File: config.mk
export PLATFORM = sky130hd
export DESIGN_NAME = writeback_unit
export DESIGN_NICKNAME = d
export VERILOG_FILES = /design/src/rtl/writeback_unit.sv
export SDC_FILE = /design/constraint.sdc
export NUM_CORES = 1
export LEC_CHECK = 0
export CORE_UTILIZATION = 30
export CTS_CLUSTER_SIZE = 8
export DETAILED_ROUTE_END_ITERATION = 8
export SYNTH_ARGS = -nofsm -noshare
export SYNTH_HDL_FRONTEND = slang
export SYNTH_SLANG_ARGS = --single-unit
File: constraint.sdc
create_clock -name clock -period 2.4 [get_ports clock]
set_input_delay 0.36 -clock clock [delete_from_list [all_inputs] [get_ports clock]]
set_output_delay 0.36 -clock clock [all_outputs]
set_load 0.02 [all_outputs]
File: src/rtl/writeback_unit.sv
// writeback_unit: in-order result queue feeding the regfile write port, plus a per-register busy scoreboard.
// Optional: define ZERO_REG_EN to make register 0 a hardwired zero (writes suppressed, never busy).
module writeback_unit #(
  parameter int WIDTH        = 24,
  parameter int REGNUM       = 8,
  parameter int ADDRESSWIDTH = 3,
  parameter int DEPTH        = 2
) (
  input  logic                       clock,
  input  logic                       reset,
  input  logic                       aluValid,
  input  logic [ADDRESSWIDTH-1:0]    aluAddress,
  input  logic [WIDTH-1:0]           aluData,
  output logic                       aluReady,
  input  logic                       memValid,
  input  logic [ADDRESSWIDTH-1:0]    memAddress,
  input  logic [WIDTH-1:0]           memData,
  output logic                       memReady,
  input  logic                       issueValid,
  input  logic [ADDRESSWIDTH-1:0]    issueAddress,
  output logic                       writeEnable,
  output logic [ADDRESSWIDTH-1:0]    writeAddress,
  output logic [WIDTH-1:0]           dataToSave,
  output logic [REGNUM-1:0]          busyMask,
  output logic [$clog2(DEPTH+1)-1:0] queueCount
);
  localparam int CW = $clog2(DEPTH+1);
  localparam int PW = $clog2(DEPTH);
  localparam logic [CW:0] DEPTH_W = (CW+1)'(DEPTH);

  function automatic logic [PW-1:0] nxt(input logic [PW-1:0] p);
    return (p == PW'(DEPTH-1)) ? '0 : p + 1'b1;
  endfunction

  logic [ADDRESSWIDTH-1:0] qa_q [DEPTH];
  logic [WIDTH-1:0]        qd_q [DEPTH];
  logic [PW-1:0]           head_q, head_d, tail_q, tail_d, alu_ptr;
  logic [CW-1:0]           count_q, count_d;
  logic [REGNUM-1:0]       busy_q, busy_d;
  logic                    we_q, we_d;
  logic [ADDRESSWIDTH-1:0] wa_q, head_addr;
  logic [WIDTH-1:0]        wd_q;
  logic                    mem_acc, alu_acc, deq;

  // Readiness looks only at the registered count; a same-cycle pop grants no extra credit.
  assign memReady  = {1'b0, count_q} < DEPTH_W;
  assign aluReady  = ({1'b0, count_q} + {{CW{1'b0}}, memValid}) < DEPTH_W;
  assign mem_acc   = memValid & memReady;
  assign alu_acc   = aluValid & aluReady;
  assign deq       = count_q != '0;
  assign head_addr = qa_q[head_q];
  assign alu_ptr   = mem_acc ? nxt(tail_q) : tail_q;

  always_comb begin
    head_d  = deq ? nxt(head_q) : head_q;
    tail_d  = alu_acc ? nxt(alu_ptr) : (mem_acc ? nxt(tail_q) : tail_q);
    count_d = count_q + CW'(mem_acc) + CW'(alu_acc) - CW'(deq);
`ifdef ZERO_REG_EN
    we_d    = deq && (head_addr != '0);
`else
    we_d    = deq;
`endif
    busy_d  = busy_q;
    if (deq) busy_d[head_addr] = 1'b0;
    if (issueValid) busy_d[issueAddress] = 1'b1;
`ifdef ZERO_REG_EN
    busy_d[0] = 1'b0;
`endif
  end

  always_ff @(posedge clock) begin
    if (mem_acc) begin
      qa_q[tail_q] <= memAddress;
      qd_q[tail_q] <= memData;
    end
    if (alu_acc) begin
      qa_q[alu_ptr] <= aluAddress;
      qd_q[alu_ptr] <= aluData;
    end
  end

  always_ff @(posedge clock) begin
    if (reset) begin
      head_q  <= '0;
      tail_q  <= '0;
      count_q <= '0;
      busy_q  <= '0;
      we_q    <= 1'b0;
      wa_q    <= '0;
      wd_q    <= '0;
    end else begin
      head_q  <= head_d;
      tail_q  <= tail_d;
      count_q <= count_d;
      busy_q  <= busy_d;
      we_q    <= we_d;
      if (we_d) begin
        wa_q <= head_addr;
        wd_q <= qd_q[head_q];
      end
    end
  end

  assign writeEnable  = we_q;
  assign writeAddress = wa_q;
  assign dataToSave   = wd_q;
  assign busyMask     = busy_q;
  assign queueCount   = count_q;
endmodule
# After elaboration in Yosys (flattened, before gate mapping)
# Memories as Yosys holds them, arrays and structs flattened. A register that Yosys moved wholly into a read port is not among the register bits.
# Cells that the tools add are included.
dict set report totals {
  elab_cells 46
  ram_bits 54
  romBits 0
  reg_bits 16
  latch_bits 0
  mem_count 2
  in_bits 62
}
# memory words word_bits read_ports rd_ports_with_merged_regs write_ports line_no
set mem_list {}
lappend mem_list {qd_q 2 24 1 1 2 36} ;# logic [WIDTH-1:0] qd_q [DEPTH];
lappend mem_list {qa_q 2 3 1 1 2 35} ;# logic [ADDRESSWIDTH-1:0] qa_q [DEPTH];
dict set report classes {
  n_mul 0
  shift 0
  bitwise 5
  addsub 7
  div_mod_pow 0
  n_lt_le_gt_ge 6
  muxes 17
  n_reduce_logical 3
  eq_ne 0
}
# operator count
set op_table {}
lappend op_table {{2-to-1 mux 8 bit} 2}
lappend op_table {{2-to-1 mux 1 bit} 13}
lappend op_table {{bitwise AND 8 bit} 1}
lappend op_table {{< comparator 3 x 4 -> 1 bit, second input constant} 2}
lappend op_table {{NOT 8 bit} 1}
lappend op_table {{OR 8 bit} 1}
lappend op_table {{demux 1 bit (select 3 bit)} 2}
lappend op_table {{greater-or-equal comparator 3 x 1 -> 1 bit, second input constant} 2}
lappend op_table {{adder 2 x 1 -> 2 bit} 2}
lappend op_table {{adder 1 bit, second input constant} 3}
lappend op_table {{adder 2 x 1 -> 3 bit} 1}
lappend op_table {{< comparator 3 x 2 -> 1 bit, second input constant} 1}
lappend op_table {{bitwise AND 1 bit} 2}
lappend op_table {{logical AND 1 bit} 2}
lappend op_table {{< comparator 2 bit, second input constant} 1}
lappend op_table {{nonzero test 2 bit} 1}
lappend op_table {{subtractor 2 x 1 -> 2 bit} 1}

# Depth between registers and ports, before layout
# Gate-level depths: netlist (run 1).
dict set report logic_depth {
  ltp_word 9
  ltp_mapped 9
  mapped_depth_nobuf 7
}

# Worst setup path before layout (run 1)
# Ideal clock, no wire load.
dict set report synth_path {
  path_type {reg2reg}
  from {register count_q[1] (netlist: queueCount[1])}
  to {memory qa_q[1][0] (data pin)}
  setup_slack_ps -51
  path_buffers 2
  period_less_slack_ps 2451
  stages_incl_launch_ff 10
  setup_time_ps 260
  t_required_ps 2140
  arrival_ps 2191
  cell_sequence {dfxtp_1 -> inv_1 -> nand2_1 -> inv_1 -> ha_1 -> inv_1 -> ha_1 -> buf_2 -> buf_2 -> mux2_2}
}
# item line_no
set synth_rtl {}
lappend synth_rtl {{start: declaration} 38} ;# logic [CW-1:0] count_q, count_d;
lappend synth_rtl {{start signal: assignment} 94} ;# count_q <= count_d;
lappend synth_rtl {{end: declaration} 35}

==> impl_metrics.csv, run 1 <==
group,metric,value,unit
finish,final_core_util,0.4251,
sta,slew_viol_final,0,
detailed_routing,drt_wl_total,9.275,mm
yosys,yosysSeqAreaShare,0.5593,
sta,whs,0.4672,ns
detailed_routing,viasPerCell,4.618,
cts,cts_buffer_depth,2,
sta,final.setup_skew,0.004944,ns
grt,antenna_found_initial,0,
floorplan,die_y,122.6,um
detailed_routing,avgRoutedWirePerCell,15.16,um
critical_path,r2r_start,"queueCount[1]",
cts,post-cts-setup-buffers,0,
floorplan,core,14040,um2
hold_path,hold_path_startpoint,"busyMask[3]",
critical_path,crit_arrival,2.02,ns
sta,hold_viol_final,0,
sta,fin_crit_sh,0.8160,
cts,htree_levels,3,
cts,clock-sinks,95,
floorplan,initial_core_util,0.3110,
floorplan,rows,43,
critical_path,crit_path_cell_trace,"clkdlybuf4s50_1, a21oi_1, and2_1, inv_1, fa_1, clkinvlp_4, buf_4",
critical_path,reg2reg_depth,8,
critical_path,cp_num_buf_inv,4,
critical_path,path_class,"in -> reg",
power,ir_drop,325.4,uV
floorplan,ios,102,
placed_design,portBuffers,101,
grt,gr-total-overflow,0,
finish,drive_above_1_share,0.2662,
grt,grt_max_degree,56,
yosys,ys_ff_latch,95,
yosys,synthSimpleGateAreaFrac,0.07020,
critical_path,worstPathMaxFanout,5,
sta,final.setup.tns,0,ns
grt,grt_pass1_wl,14.74,mm
sta,timing.fmax,0.5106,GHz
yosys,synth_compound_area_frac,0.09742,
hold_path,worstHoldPathCells,2,
finish,final_cell_mix,"clkdlybuf4s50_1, mux2_2, edfxtp_1, dfxtp_1, nor2_1",
yosys,yosys.area.top_type,"edfxtp_1",
power,power_density,1187,nW/um2
cts,path_clk_slew,0.07,ns
critical_path,r2r_slack,0.44,ns
status,status,"finished clean",
power,p_leak,2.029,nW
yosys,avgSynthCellArea,13.56,um2
yosys,synthCells,322,
hold_path,hp-class,"reg -> reg",
cts,clock_latency,0.34,ns
sta,worstMarginPinSlew,0.6886,ns
yosys,synth_top_family_by_area,"multiplexers",
yosys,synth-adder-area-share,0.02521,
cts,cts_resized,0,
floorplan,die_x,122.6,um
cts,cts_tree,"built",
sta,slew_headroom,0.5409,
critical_path,cp_data_required_time,2.46,ns
detailed_routing,dr.pass1.iters,4,
yosys,synth.top_cell.area_share,0.3713,
finish,area_delta_synth_final,36.70,%
finish,finalNetCount,496,
critical_path,reg2reg_to,"qd_q[1][22]",
detailed_routing,drt_iter0_markers,112,
critical_path,cp-end-kind,"register",
critical_path,critPathTopFamily,"buffers and inverters",
sta,min_period,1.958,ns
sta,setup_viol,0,
detailed_routing,vias,2826,
detailed_routing,drcViolationCount,0,
yosys,synth_area,4367,um2
grt,grt.total_usage,0.1315,
detailed_routing,ant_nets,0,
yosys,yosysWarnings,0,
placed_design,dp_hpwl,6.667,mm
cts,hold_buffers,0,
yosys,synth_xor_area_frac,0.006017,
finish,layout_commonest_cell,"clkdlybuf4s50_1",
critical_path,critPathMaxStageDelay,0.42,ns
finish,antenna_cells,0,
yosys,synthesis.nets,391,
yosys,synthMuxAreaShare,0.2037,
critical_path,cp-start-kind,"input pin",
hold_path,holdPathEnd,"busyMask[3]",
yosys,synthTopCellsByArea,"edfxtp_1, dfxtp_1, mux2_2",
yosys,yosysUniqueCellTypes,33,
job,drv_cap,0,
cts,cts_root_buf,"clkbuf_16",
sta,rsz0062_at_grt,"no",
floorplan,fp.dieArea,15040,um2
placed_design,gp_congestion,0.7563,
grt,grt_pass1_vias,2921,
cts,cts_buffers,9,
critical_path,crit_path_top_delay_cell,"clkdlybuf4s50_1",
[final cells by class]
| type | instances | area [um2] |
|---|---|---|
| Clock buffer | 9 | 225.2 |
| Clock inverter | 7 | 55.05 |
| Fill cell | 1271 | 8073 |
| Inverter | 10 | 45.04 |
| Multi-Input combinational cell | 196 | 1763 |
| Sequential cell | 95 | 2445 |
| Tap cell | 180 | 225.2 |
| Timing Repair Buffer | 115 | 1211 |
[sequential cells by signal (all words and copies together), names as in the netlist, named ones only]
signal and cells:
qd_q 48, dataToSave 24, busyMask 8, qa_q 6, writeAddress 3, queueCount 2, head_q 1, tail_q 1
writeEnable 1
[per-layer routing]
| layer | track usage | part of all wire |
|---|---|---|
| met3 | 0.02695 | 0.049 |
| met4 | 0.05335 | 0.015 |
| met2 | 0.2289 | 0.50 |
| met1 | 0.1574 | 0.44 |
| met5 | 0 | 0 |
[power breakdown]
group,internal (mW),switching (mW)
Sequential,2.43,0.301
Combinational,1.48,1.53
Clock,0.713,0.632
[how the worst max path moves through the flow]
stage	end	depth (start not counted)	slack [ns]	from
detailed placement	qd_q[1][2]	7	0.08	memValid
finish	qd_q[1][2]	7	0.44	memValid
CTS	qd_q[1][22]	8	0.42	queueCount[1]
global placement	qd_q[0][14]	7	0.11	memValid
floorplan	qa_q[1][0]	9	0.11	queueCount[1]
global route	qd_q[1][1]	7	0.31	memValid
[cell families (layout without fill, tap and decap cells)]
family                     after synthesis  count (layout)
xor gates and xnor gates                 3               3
AOI/OAI and AO/OA                       44              44
adders and majority gates                7               7
DFF                                     95              95
muxes                                   82              82
and+or+nand+nor                         60              60
buffers and inverters                   31             141
[worst min-delay path, delay by kind of cell, from the launching register on]
kind / cells / cell delay, ns
and+or+nand+nor: 1 / 0.06
DFF: 1 / 0.31
AOI/OAI and AO/OA: 1 / 0.05
[stage by stage]
step	cell area (um2)	total power, mW	std cells	setup WS [ns]
2_1_floorplan	4375	4.648	322	0.1106
3_3_place_gp	5689	5.770	596	0.1099
3_5_place_dp	5689	5.829	596	0.07683
4_1_cts	5969	7.199	612	0.4194
5_1_grt	5969	7.540	612	0.3092
6_report	5969	7.086	612	0.4416
[synthesized netlist by cell type (all sizes together)]
cell type   n
buf        18
nand2b      8
ha          4
nor3b       1
a21oi       1
nand2       4
o22ai       2
inv        10
a211oi     35
mux2i      27
o32ai       4
or3         1
nor2       33
dfxtp      41
clkbuf      3
xnor2       3
and2        1
fa          3
o21ai       2
mux2       55
nor2b       1
or3b        3
edfxtp     54
nand3b      4
or4         2
nand3       2
No activity file was read; power rests on OpenSTA's default activity.
==> inputs of run 2 (changes only) <==
Clock period 2.4 ns to 1.9 ns, I/O delays scaled along.
==> run 2 against run 1 <==
Clock power grew 34%. First-iteration DRC count shrank 27%. Worst hold slack lost 0.036 ns. Power grew 30%. Clock skew is essentially flat. Cell area grew 1.8%. Cell count grew 0.65%. Utilization grew 0.76 points. Register-to-register slack lost 0.40 ns. Global-route usage grew 0.28 points. Wire length grew 2.4%. Largest power group unchanged.
==> impl_metrics.csv, run 2 (synthesized netlist as in run 1, its figures left out) <==
group,metric,value,unit
status,status,"finished clean",
sta,worstMarginPinSlew,0.6592,ns
finish,final-instance-count-excl-fill,616,
sta,rsz0062_at_grt,"yes",
placed_design,dp_hpwl,6.793,mm
critical_path,critPathTopFamily,"buffers and inverters",
hold_path,hp-class,"in -> reg",
finish,final_cell_mix,"clkdlybuf4s50_1, mux2_2, edfxtp_1, dfxtp_1, nor2_1",
detailed_routing,dr.pass1.iters,4,
power,p_leak,2.073,nW
critical_path,crit_path_top_delay_cell,"fa_2",
floorplan,fp.dieArea,15040,um2
grt,antenna_found_initial,0,
critical_path,cp_num_buf_inv,4,
grt,grt_pass1_vias,3040,
sta,final.setup_skew,0.005329,ns
finish,regMostFlops,"qd_q",
detailed_routing,ant_nets,0,
cts,cts_buffer_depth,2,
finish,antenna_cells,0,
cts,cts_tree,"built",
finish,finalNetCount,500,
power,total_power,9.185,mW
finish,fill_cells,1292,
finish,area_delta_synth_final,39.14,%
critical_path,crit_arrival,1.91,ns
floorplan,die_y,122.6,um
detailed_routing,vias,2880,
cts,path_clk_slew,0.06,ns
sta,timing.fmax,0.5391,GHz
finish,largest_reg_flops,48,
sta,min_period,1.855,ns
critical_path,worstSetupStartpoint,"queueCount[1]",
cts,clock-sinks,95,
detailed_routing,viasPerCell,4.675,
cts,cts_buffers,9,
detailed_routing,drcViolationCount,0,
grt,gr-total-overflow,0,
detailed_routing,drt_wl_total,9.495,mm
power,ir_drop,591.9,uV
critical_path,r2r_start,"queueCount[1]",
critical_path,crit_path_cell_trace,"buf_4, a21oi_4, and2_4, inv_1, fa_2, clkinvlp_4, buf_12",
detailed_routing,avgRoutedWirePerCell,15.41,um
critical_path,cp-end-kind,"register",
floorplan,initial_core_util,0.3110,
cts,cts_root_buf,"clkbuf_16",
placed_design,dpl.cell_count,600,
finish,drive_above_1_share,0.2867,
sta,slew_viol_final,0,
power,power_density,1512,nW/um2
floorplan,core,14040,um2
detailed_routing,drt_iter0_markers,82,
cts,clock_latency,0.34,ns
sta,hold_viol_final,0,
sta,setup_viol,0,
critical_path,worstPathMaxFanout,17,
job,drv_cap,0,
grt,grt.total_usage,0.1343,
sta,slew_headroom,0.5605,
critical_path,critPathMaxStageDelay,0.37,ns
hold_path,hold_path_startpoint,"reset",
critical_path,path_class,"reg -> reg",
cts,post-cts-setup-buffers,0,
critical_path,cp_data_required_time,1.95,ns
placed_design,gp_congestion,0.7827,
finish,layout_commonest_cell,"clkdlybuf4s50_1",
floorplan,rows,43,
sta,fin_crit_sh,0.9762,
floorplan,die_x,122.6,um
critical_path,cp-start-kind,"register",
cts,htree_levels,3,
grt,grt_max_degree,56,
placed_design,portBuffers,101,
grt,grt_pass1_wl,14.92,mm
floorplan,ios,102,
-- run 2: cell count changes in the layout (fill, tap and decap cells not counted), moves of 2 or more --
cell / previous run / this run
buf_4: 6 / 10
clkbuf_1: 0 / 3
fa_1: 3 / 0
fa_2: 0 / 3
clkdlybuf4s50_1: 100 / 98
dfxtp_4: 0 / 2
dlygate4sd2_1: 0 / 2
inv_6: 3 / 1
-- run 2: worst reg2reg max path, stage by stage (launching register included) --
cell        delay, ns
dfxtp_4          0.35
buf_4            0.16
a21oi_4          0.11
and2_4           0.17
inv_1            0.11
fa_2             0.37
clkinvlp_4       0.12
buf_12           0.17
-- run 2: through the flow --
step | hold slack (ns) | setup WS [ns] | TNS, ns | utilization | instance area (um2)
finish | 0.4317 | 0.04513 | 0 | 0.4327 | 6076
global route | 0.4633 | -0.02160 | -0.3801 | 0.4327 | 6076
CTS | 0.4115 | 0.002567 | 0 | 0.4325 | 6073
detailed placement | 0.4598 | -0.4650 | -48.33 | 0.4118 | 5783
global placement | 0.4543 | -0.4520 | -47.11 | 0.4118 | 5783
floorplan | 0.4028 | -0.06729 | -0.9698 | - | 4489
-- run 2: cell type report --
type	count	area [um2]	share of cell area
flip-flops and latches	95	2451	0.4034
multi-input cells	196	1818	0.2992
repair buffers	119	1239	0.2039
clock buffers	13	250.2	0.04119
well taps	180	225.2	0.03707
inverters	10	50.05	0.008237
clock inverters	3	42.54	0.007002
-- run 2: power breakdown --
part | switching (mW) | total (mW) | internal [mW]
logic | 2.01 | 3.95 | 1.95
registers | 0.366 | 3.44 | 3.08
clock network | 0.732 | 1.79 | 1.06
total | 3.10 | 9.19 | 6.08
-- run 2: repair_timing --
item	4_1_cts	5_1_grt
setup endpoints to repair	110	45
hold buffers	0	0
gates cloned	0	0
gates resized for setup	2	1
-- run 2: metal layers --
layer,share of wire,vias to the layer above,GRT usage,wire length [um]
li1,-,1405,-,-
met1,0.43,1393,0.1517,4053
met2,0.51,70,0.2395,4808
met3,0.053,12,0.03950,506
met4,0.013,0,0.04573,127
met5,0,-,0,0
-- run 2: worst paths after layout --
kind | cells past startpoint | slack (ns) | end
worst min-delay path | 2 | 0.43 | queueCount[0]
worst min register to register | 2 | 0.47 | busyMask[3]
worst max-delay path | 7 | 0.05 | qd_q[0][11]
worst max register to register | 7 | 0.05 | qd_q[0][11]
==> inputs of run 3 (changes only) <==
Settings changed: CELL_PAD_IN_SITES_DETAIL_PLACEMENT set to 1, CELL_PAD_IN_SITES_GLOBAL_PLACEMENT set to 1, GPL_ROUTABILITY_DRIVEN set to 0, PLACE_DENSITY_LB_ADDON set to 0.1.
==> run 3 against run 2 <==
Cell count up 0.97%. Clock skew is 0.0042 ns higher. Setup slack got worse by 0.0093 ns. Non-clock buffer count grew 6. Critical path type unchanged. Cell area up 1.3%. Die area unchanged. Utilization up 0.56 points. Clock power shrank 11%. Power increased by 0.29%. Via count increased by 1.3%. Critical path depth is the same. Register-to-register slack barely moved.
==> impl_metrics.csv, run 3 (synthesized netlist as in run 1, its figures left out) <==
group,metric,value,unit
status,status,"finished clean",
cts,cts_buffers,9,
sta,timing.fmax,0.5364,GHz
floorplan,ios,102,
critical_path,crit_path_cell_trace,"buf_6, a21oi_4, and2_4, buf_4, ha_4, clkbuf_16, mux2_2",
cts,cts_root_buf,"clkbuf_16",
floorplan,core,14040,um2
grt,grt_max_degree,56,
power,ir_drop,572.1,uV
power,p_switching,3.173,mW
sta,worst_slack,0.03587,ns
grt,grt_pass1_wl,15.73,mm
job,drv_cap,0,
detailed_routing,avgRoutedWirePerCell,16.64,um
detailed_routing,ant_nets,0,
detailed_routing,viasPerCell,4.691,
floorplan,die_y,122.6,um
hold_path,hold_path_startpoint,"reset",
floorplan,die_x,122.6,um
finish,finalInstanceArea,6155,um2
power,switching_share,0.3444,
floorplan,initial_core_util,0.3110,
cts,path_clk_slew,0.06,ns
finish,final_core_util,0.4383,
critical_path,critPathMaxStageDelay,0.37,ns
grt,antenna_found_initial,0,
detailed_routing,drt_iter0_markers,61,
power,pwr-share-clk,0.174,
power,power_density,1497,nW/um2
sta,slew_headroom,0.5389,
power,p_seq_frac,0.376,
critical_path,cp_num_buf_inv,3,
grt,gr-total-overflow,0,
placed_design,dpl.cell_count,599,
critical_path,worstPathMaxFanout,8,
critical_path,cp-end-kind,"register",
sta,slew_viol_final,0,
finish,regMostFlops,"qd_q",
placed_design,dp_hpwl,7.033,mm
sta,fin_crit_sh,0.9811,
cts,htree_levels,3,
sta,rsz0062_at_grt,"yes",
cts,cts_buffer_depth,2,
cts,clock-sinks,95,
detailed_routing,dr.pass1.iters,4,
placed_design,portBuffers,101,
critical_path,critPathTopFamily,"buffers and inverters",
finish,largest_reg_flops,48,
critical_path,r2r_slack,0.04,ns
detailed_routing,highest_layer,"met4",
cts,cts_tree,"built",
sta,final.setup.tns,0,ns
critical_path,r2r_start,"queueCount[1]",
critical_path,crit_path_end,"qd_q[1][8]",
grt,grt.total_usage,0.1422,
power,total_power,9.212,mW
sta,hold_viol_final,0,
detailed_routing,drt_wl_total,10.35,mm
critical_path,worstSetupStartpoint,"queueCount[1]",
detailed_routing,wl_met3,387,um
critical_path,crit_arrival,1.95,ns
grt,grt_pass1_vias,3031,
critical_path,crit_path_top_delay_cell,"dfxtp_4",
hold_path,hp-class,"in -> reg",
finish,antenna_cells,0,
critical_path,reg2reg_depth,7,
sta,min_period,1.864,ns
power,p_leak,2.106,nW
sta,worstMarginPinSlew,0.6916,ns
critical_path,reg2reg_to,"qd_q[1][8]",
critical_path,cp_data_required_time,1.98,ns
sta,setup_viol,0,
floorplan,rows,43,
critical_path,cp-start-kind,"register",
floorplan,fp.dieArea,15040,um2
finish,finalNetCount,506,
finish,final_cell_mix,"clkdlybuf4s50_1, mux2_2, edfxtp_1, dfxtp_1, nor2_1",
finish,fill_cells,1457,
cts,clock_latency,0.34,ns
placed_design,place_ws,-0.5188,ns
power,internal_power,6.039,mW
detailed_routing,drcViolationCount,0,
critical_path,path_class,"reg -> reg",
finish,layout_commonest_cell,"clkdlybuf4s50_1",
detailed_routing,wl_met1,4.653,mm
power,pwr-share-comb,0.450,
critical_path,cp.depth,7,
detailed_routing,met2_length,5.153,mm
sta,final.setup_skew,0.009554,ns
finish,drive_above_1_share,0.3009,
detailed_routing,vias,2918,
finish,final-instance-count-excl-fill,622,
sta,whs,0.4329,ns
placed_design,dpl_cell_area,5756,um2
finish,area_delta_synth_final,40.95,%
run 3: how the worst min path moves through the flow:
stage | end | slack, ns | depth (start not counted)
after global routing | writeEnable | 0.46 | 2
after global placement | busyMask[3] | 0.45 | 2
after CTS | writeEnable | 0.42 | 2
after floorplan | busyMask[5] | 0.40 | 1
after detailed placement | busyMask[3] | 0.46 | 2
final | writeEnable | 0.43 | 2
run 3: power by group through the flow:
| stage | clock network, mW | registers, mW | logic (mW) |
|---|---|---|---|
| finish | 1.60 | 3.46 | 4.15 |
| global route | 1.73 | 3.56 | 4.50 |
| CTS | 1.67 | 3.48 | 4.01 |
| detailed placement | 0 | 3.52 | 3.98 |
| global placement | 0 | 3.49 | 3.94 |
| floorplan | 0 | 3.75 | 2.32 |
run 3: per-layer routing:
metal  vias up  global-route usage
li1       1429                   -
met1      1416              0.1751
met2        63              0.2458
met3        10             0.02323
met4         0             0.05793
met5         -                   0
run 3: final cells by class:
| class | instances | area [um2] | area share |
|---|---|---|---|
| Sequential cell | 95 | 2451 | 0.3983 |
| Multi-Input combinational cell | 196 | 1831 | 0.2974 |
| Timing Repair Buffer | 125 | 1336 | 0.2171 |
| Clock buffer | 12 | 236.5 | 0.03842 |
| Tap cell | 180 | 225.2 | 0.03659 |
| Inverter | 10 | 52.55 | 0.008538 |
| Clock inverter | 4 | 22.52 | 0.003659 |
run 3: worst register-to-register path: cells and delay by family (launching register included):
family | cells | cell delay (ns)
buffers and inverters | 3 | 0.43
muxes | 1 | 0.33
DFF | 1 | 0.37
adders and majority gates | 1 | 0.19
and+or+nand+nor | 1 | 0.19
AOI/OAI and AO/OA | 1 | 0.11
run 3: repair_timing:
item,in CTS,in global routing
endpoints found under the setup margin,110,78
hold buffers,0,0
cloned,0,4
buffers inserted,0,3
gates resized for setup,2,8
pin swaps,0,4
